### src/rtl/mux_select_unit_if.sv
// Bundles the mux_select_unit data inputs, selects, qualifier and results into one port.
// Optional parity outputs are present only when MUX_SELECT_PARITY_EN is defined.
interface mux_select_unit_if #(
    parameter int WIDTH = 32
);
    logic [WIDTH-1:0] in0;
    logic [WIDTH-1:0] in1;
    logic [WIDTH-1:0] in2;
    logic [WIDTH-1:0] in3;
    logic             sel2;
    logic [1:0]       sel4;
    logic             valid_in;
    logic [WIDTH-1:0] out2;
    logic [WIDTH-1:0] out4;
    logic [WIDTH-1:0] out2_q;
    logic [WIDTH-1:0] out4_q;
    logic             valid_q;
`ifdef MUX_SELECT_PARITY_EN
    logic             out2_par;
    logic             out4_par;

    modport master (
        output in0, in1, in2, in3, sel2, sel4, valid_in,
        input  out2, out4, out2_q, out4_q, valid_q, out2_par, out4_par
    );
    modport slave (
        input  in0, in1, in2, in3, sel2, sel4, valid_in,
        output out2, out4, out2_q, out4_q, valid_q, out2_par, out4_par
    );
`else
    modport master (
        output in0, in1, in2, in3, sel2, sel4, valid_in,
        input  out2, out4, out2_q, out4_q, valid_q
    );
    modport slave (
        input  in0, in1, in2, in3, sel2, sel4, valid_in,
        output out2, out4, out2_q, out4_q, valid_q
    );
`endif
endinterface

### src/rtl/mux_select_unit.sv
// 2:1 and 4:1 select on a shared bus, combinational plus registered copies (MUX_SELECT_PARITY_EN adds parity).
// Latency: out2/out4 combinational; out2_q/out4_q/valid_q one cycle after valid_in.
// No backpressure: each registered result is valid for exactly the cycle valid_q is high.
module mux_select_unit #(
    parameter int WIDTH = 32
) (
    input  logic               clk,
    input  logic               reset_n,
    mux_select_unit_if.slave   bus
);

    logic [WIDTH-1:0] out2;
    logic [WIDTH-1:0] out4;
    logic [WIDTH-1:0] out2_q;
    logic [WIDTH-1:0] out4_q;
    logic             valid_q;

    // Unknown selects fall to the default arm so simulation shows all-X.
    always_comb begin
        out2 = 'x;
        case (bus.sel2)
            1'b0:    out2 = bus.in0;
            1'b1:    out2 = bus.in1;
            default: out2 = 'x;
        endcase
    end

    always_comb begin
        out4 = 'x;
        case (bus.sel4)
            2'b00:   out4 = bus.in0;
            2'b01:   out4 = bus.in1;
            2'b10:   out4 = bus.in2;
            2'b11:   out4 = bus.in3;
            default: out4 = 'x;
        endcase
    end

    always_ff @(posedge clk) begin
        if (!reset_n) begin
            out2_q  <= '0;
            out4_q  <= '0;
            valid_q <= 1'b0;
        end else begin
            valid_q <= bus.valid_in;
            if (bus.valid_in) begin
                out2_q <= out2;
                out4_q <= out4;
            end
        end
    end

    assign bus.out2    = out2;
    assign bus.out4    = out4;
    assign bus.out2_q  = out2_q;
    assign bus.out4_q  = out4_q;
    assign bus.valid_q = valid_q;

`ifdef MUX_SELECT_PARITY_EN
    logic out2_par;
    logic out4_par;

    always_ff @(posedge clk) begin
        if (!reset_n) begin
            out2_par <= 1'b0;
            out4_par <= 1'b0;
        end else if (bus.valid_in) begin
            out2_par <= ^out2;
            out4_par <= ^out4;
        end
    end

    assign bus.out2_par = out2_par;
    assign bus.out4_par = out4_par;
`endif

endmodule

### src/flat_wrapper.sv
// flat-port wrapper written by rule: the top's interface ports become plain ports
module mux_select_unit_flat 
#(
    parameter int WIDTH = 32
)
  (clk, reset_n, bus_in0, bus_in1, bus_in2, bus_in3, bus_sel2, bus_sel4, bus_valid_in, bus_out2, bus_out4, bus_out2_q, bus_out4_q, bus_valid_q);
  mux_select_unit_if #(.WIDTH(WIDTH)) bus_i ();
  input  logic clk;
  input  logic reset_n;
  input wire logic [$bits(bus_i.in0)-1:0] bus_in0;
  input wire logic [$bits(bus_i.in1)-1:0] bus_in1;
  input wire logic [$bits(bus_i.in2)-1:0] bus_in2;
  input wire logic [$bits(bus_i.in3)-1:0] bus_in3;
  input wire logic [$bits(bus_i.sel2)-1:0] bus_sel2;
  input wire logic [$bits(bus_i.sel4)-1:0] bus_sel4;
  input wire logic [$bits(bus_i.valid_in)-1:0] bus_valid_in;
  output wire logic [$bits(bus_i.out2)-1:0] bus_out2;
  output wire logic [$bits(bus_i.out4)-1:0] bus_out4;
  output wire logic [$bits(bus_i.out2_q)-1:0] bus_out2_q;
  output wire logic [$bits(bus_i.out4_q)-1:0] bus_out4_q;
  output wire logic [$bits(bus_i.valid_q)-1:0] bus_valid_q;
  assign bus_i.in0 = bus_in0;
  assign bus_i.in1 = bus_in1;
  assign bus_i.in2 = bus_in2;
  assign bus_i.in3 = bus_in3;
  assign bus_i.sel2 = bus_sel2;
  assign bus_i.sel4 = bus_sel4;
  assign bus_i.valid_in = bus_valid_in;
  assign bus_out2 = bus_i.out2;
  assign bus_out4 = bus_i.out4;
  assign bus_out2_q = bus_i.out2_q;
  assign bus_out4_q = bus_i.out4_q;
  assign bus_valid_q = bus_i.valid_q;
  mux_select_unit #(.WIDTH(WIDTH)) u_core (.clk(clk), .reset_n(reset_n), .bus(bus_i));
endmodule
### config.mk
export PLATFORM = sky130hd
export DESIGN_NAME = mux_select_unit_flat
export DESIGN_NICKNAME = d
export VERILOG_FILES = /design/src/rtl/mux_select_unit_if.sv /design/src/rtl/mux_select_unit.sv /design/src/flat_wrapper.sv
export SDC_FILE = /design/constraint.sdc
export NUM_CORES = 1
export LEC_CHECK = 0
export CAP_MARGIN = 30
export CORE_MARGIN = 5
export CORE_UTILIZATION = 34
export DETAILED_ROUTE_END_ITERATION = 8
export GPL_ROUTABILITY_DRIVEN = 0
export PLACE_DENSITY = 0.75
export SYNTH_ARGS = -nofsm -noshare
export SYNTH_HDL_FRONTEND = slang
export SYNTH_SLANG_ARGS = --single-unit
### constraint.sdc
create_clock -name clk -period 1 [get_ports clk]
set_clock_uncertainty 0.2 [all_clocks]
set_input_delay 0.1 -clock clk [delete_from_list [all_inputs] [get_ports clk]]
set_output_delay 0.1 -clock clk [all_outputs]
set_load 0.005 [all_outputs]
==> results by group <==
Routing
  – DR pass1 iterations: 4
  – Final WL: 22.06 mm
  – Antenna viol nets, final: 0
  – Starting DRT DRC Count: 208
  – Vias/cell: 5.139
  – WL per Instance: 22.15 um
  – Drt drc: 0
  – DR vias: 5118

Clock tree
  – CTS tree: yes
  – CTS root buf: clkbuf_16
  – H-tree Lvls: 3
  – Insertion delay to the later sink of the worst-skew pair: 0.32 ns
  – Worst-path clk slew: 0.06 ns
  – Longest Clk Path Bufs: 2
  – Sink Count: 65
  – CTS buffer count: 9

Global route
  – Number of global-route vias before repair: 5847
  – GRT Residual Overflow: 0
  – Overall routing resource usage: 27.92%
  – First-pass GRT wire length: 31.92 mm
  – Initial antenna violation count: 1
  – Largest net degree at the start of global routing: 32

STA
  – Final hold viol count: 0
  – Min cycle time layout: 1.247 ns
  – Final period util: 124.7%
  – Slew @ Worst Pin: 0.3003 ns
  – Final setup fails: 153
  – Max Fclk: 801.6 MHz
  – Max-slew violation count: 0
  – Worst hold slack: 0.09655 ns
  – TNS Setup: -17.21 ns
  – Unrepaired setup endpoints after global routing: true
  – Relative slew slack: 79.98%
  – Setup WS post-layout: -0.2475 ns

Status
  – Status: finished, violations left
  – Violated checks: negative setup slack

Die
  – Die area: 14770 um2
  – Starting Density: 34.92%
  – Die width: 121.5 um
  – Rows: 40
  – I/O pins: 263
  – Die height: 121.5 um
  – Core area: 12110 um2

Power
  – Lkg Pwr: 4.792 nW
  – Tot Pwr: 10.47 mW
  – Worst vdd ir: 0.9728 mV
  – Pwr/cell area: 1062 nW/um2

Worst setup path
  – Crit Path Class: in2out
  – WP data arrival: 0.95 ns
  – Worst setup SP type: input pin
  – Critical Path End Type: output pin
  – Worst-path fanout max: 8
  – Critical path required time: 0.70 ns
  – RR Startpoint: u_core.bus.out2_q[13]
  – Critical Path Start: bus_sel2

Synth
  – FF+latch count, synth: 65
  – Cell variety after synth: 18
  – Syn Inst Count: 363
  – Synthesized cell area: 4229 um2
  – Mapped Nets: 497
  – Register area share after synthesis: 30.77%
  – Mapped Avg Cell Area: 11.65 um2
  – Yosys warning count: 0

Cells and area
  – Final #Nets: 954
  – Area grow syn2layout: 133.0%
  – Layout cells sized above 1: 71.52%

Placement
  – Post-DP HPWL: 13.56 mm
  – Place WS: -0.8006 ns
  – Port Buffers: 262

Worst hold path
  – Hold wc startpoint: bus_in0[1]
  – HP Class: in2reg

Flow run
  – MaxCap Viol Count: 0
==> critical path: stages <==
cell	delay [ns]
buf_12	0.13
buf_16	0.15
buf_6	0.12
mux2_4	0.32
buf_6	0.12
==> cells by family (layout without fill, tap and decap cells) <==
| logic type | count (synthesis) | count (layout) | synth area share (%) |
|---|---|---|---|
| compound gates | 64 | 64 | 17.16 |
| flops | 65 | 65 | 30.77 |
| simple gates | 67 | 67 | 11.45 |
| buf+inv | 39 | 501 | 6.716 |
| mux | 128 | 128 | 33.91 |
| other cells | 0 | 3 | 0 |
==> Yosys cell counts (all sizes together) <==
| library cell | n | share of area [%] |
|---|---|---|
| nand3b | 33 | 6.2 |
| mux2i | 96 | 23 |
| mux2 | 32 | 11 |
| nand3 | 1 | 0.41 |
| o211a | 32 | 7.6 |
| o221ai | 32 | 9.6 |
| clkbuf | 5 | 0.44 |
| dfxtp | 65 | 31 |
| inv | 1 | 0.089 |
| or2 | 32 | 4.7 |
| and2 | 1 | 0.15 |
| buf | 33 | 6.2 |
==> layout make-up <==
type	count	area, um2
Timing Repair Buffer	484	4695
Multi-Input combinational cell	259	3249
Fill cell	706	2256
Sequential cell	65	1381
Clock buffer	14	274.0
Tap cell	168	210.2
Clock inverter	2	35.03
Antenna cell	3	7.507
Inverter	1	3.754
==> cells in the final DEF, fill, tap and decap left out, drive strengths merged <==
cell type / synthesis / final
and2: 1 / 1
buf: 33 / 356
bufinv: 0 / 1
clkbuf: 5 / 14
clkdlybuf4s15: 0 / 13
clkinv: 0 / 1
dfxtp: 65 / 65
diode: 0 / 3
dlygate4sd2: 0 / 114
dlymetal6s2s: 0 / 1
inv: 1 / 1
mux2: 32 / 32
mux2i: 96 / 96
nand3: 1 / 1
nand3b: 33 / 33
o211a: 32 / 32
o221ai: 32 / 32
or2: 32 / 32
==> stage by stage <==
stage,cell area (um2),instances,utilization (%)
after floorplan,4478,363,-
after global placement,7926,872,65.44
after detailed placement,7926,872,65.44
after CTS,9558,997,78.92
after global routing,9853,995,81.35
final,9856,996,81.37
==> layer usage <==
layer  up-vias  routed length (um)  track usage [%]
met1      2514                7879            28.73
met3        67                1072            6.900
met2       211               12170            52.33
li1       2326                   -                -
met4         0                 945            13.66
met5         -                   0                0
==> registers in the layout (all words and copies together), names as in the netlist <==
signal and flops:
u_core.bus.out2_q 32, u_core.bus.out4_q 32, u_core.bus.valid_q 1
==> path summary, 6_finish.rpt <==
check	end	slack, ns	cells after the start
max	bus_out2[0]	-0.25	5
min	u_core.bus.out2_q[1]	0.1	3
max reg2reg	u_core.bus.out2_q[13]	-0.07	2
min reg2reg	u_core.bus.out4_q[6]	0.30	2
==> repair_timing <==
item                                    4_1_cts  5_1_grt
pin swaps                                    16       12
cloned                                        9        0
endpoints found under the setup margin      188      178
hold buffers                                  0        0
setup buffers                               116       14
gates resized for setup                     918       73
==> where the power goes <==
group / switching [mW] / total (mW) / internal, mW
Combinational: 1.56 / 4.20 / 2.64
Sequential: 0.146 / 2.98 / 2.84
Clock: 1.15 / 3.28 / 2.13
Power figures use the tool's default switching activity.
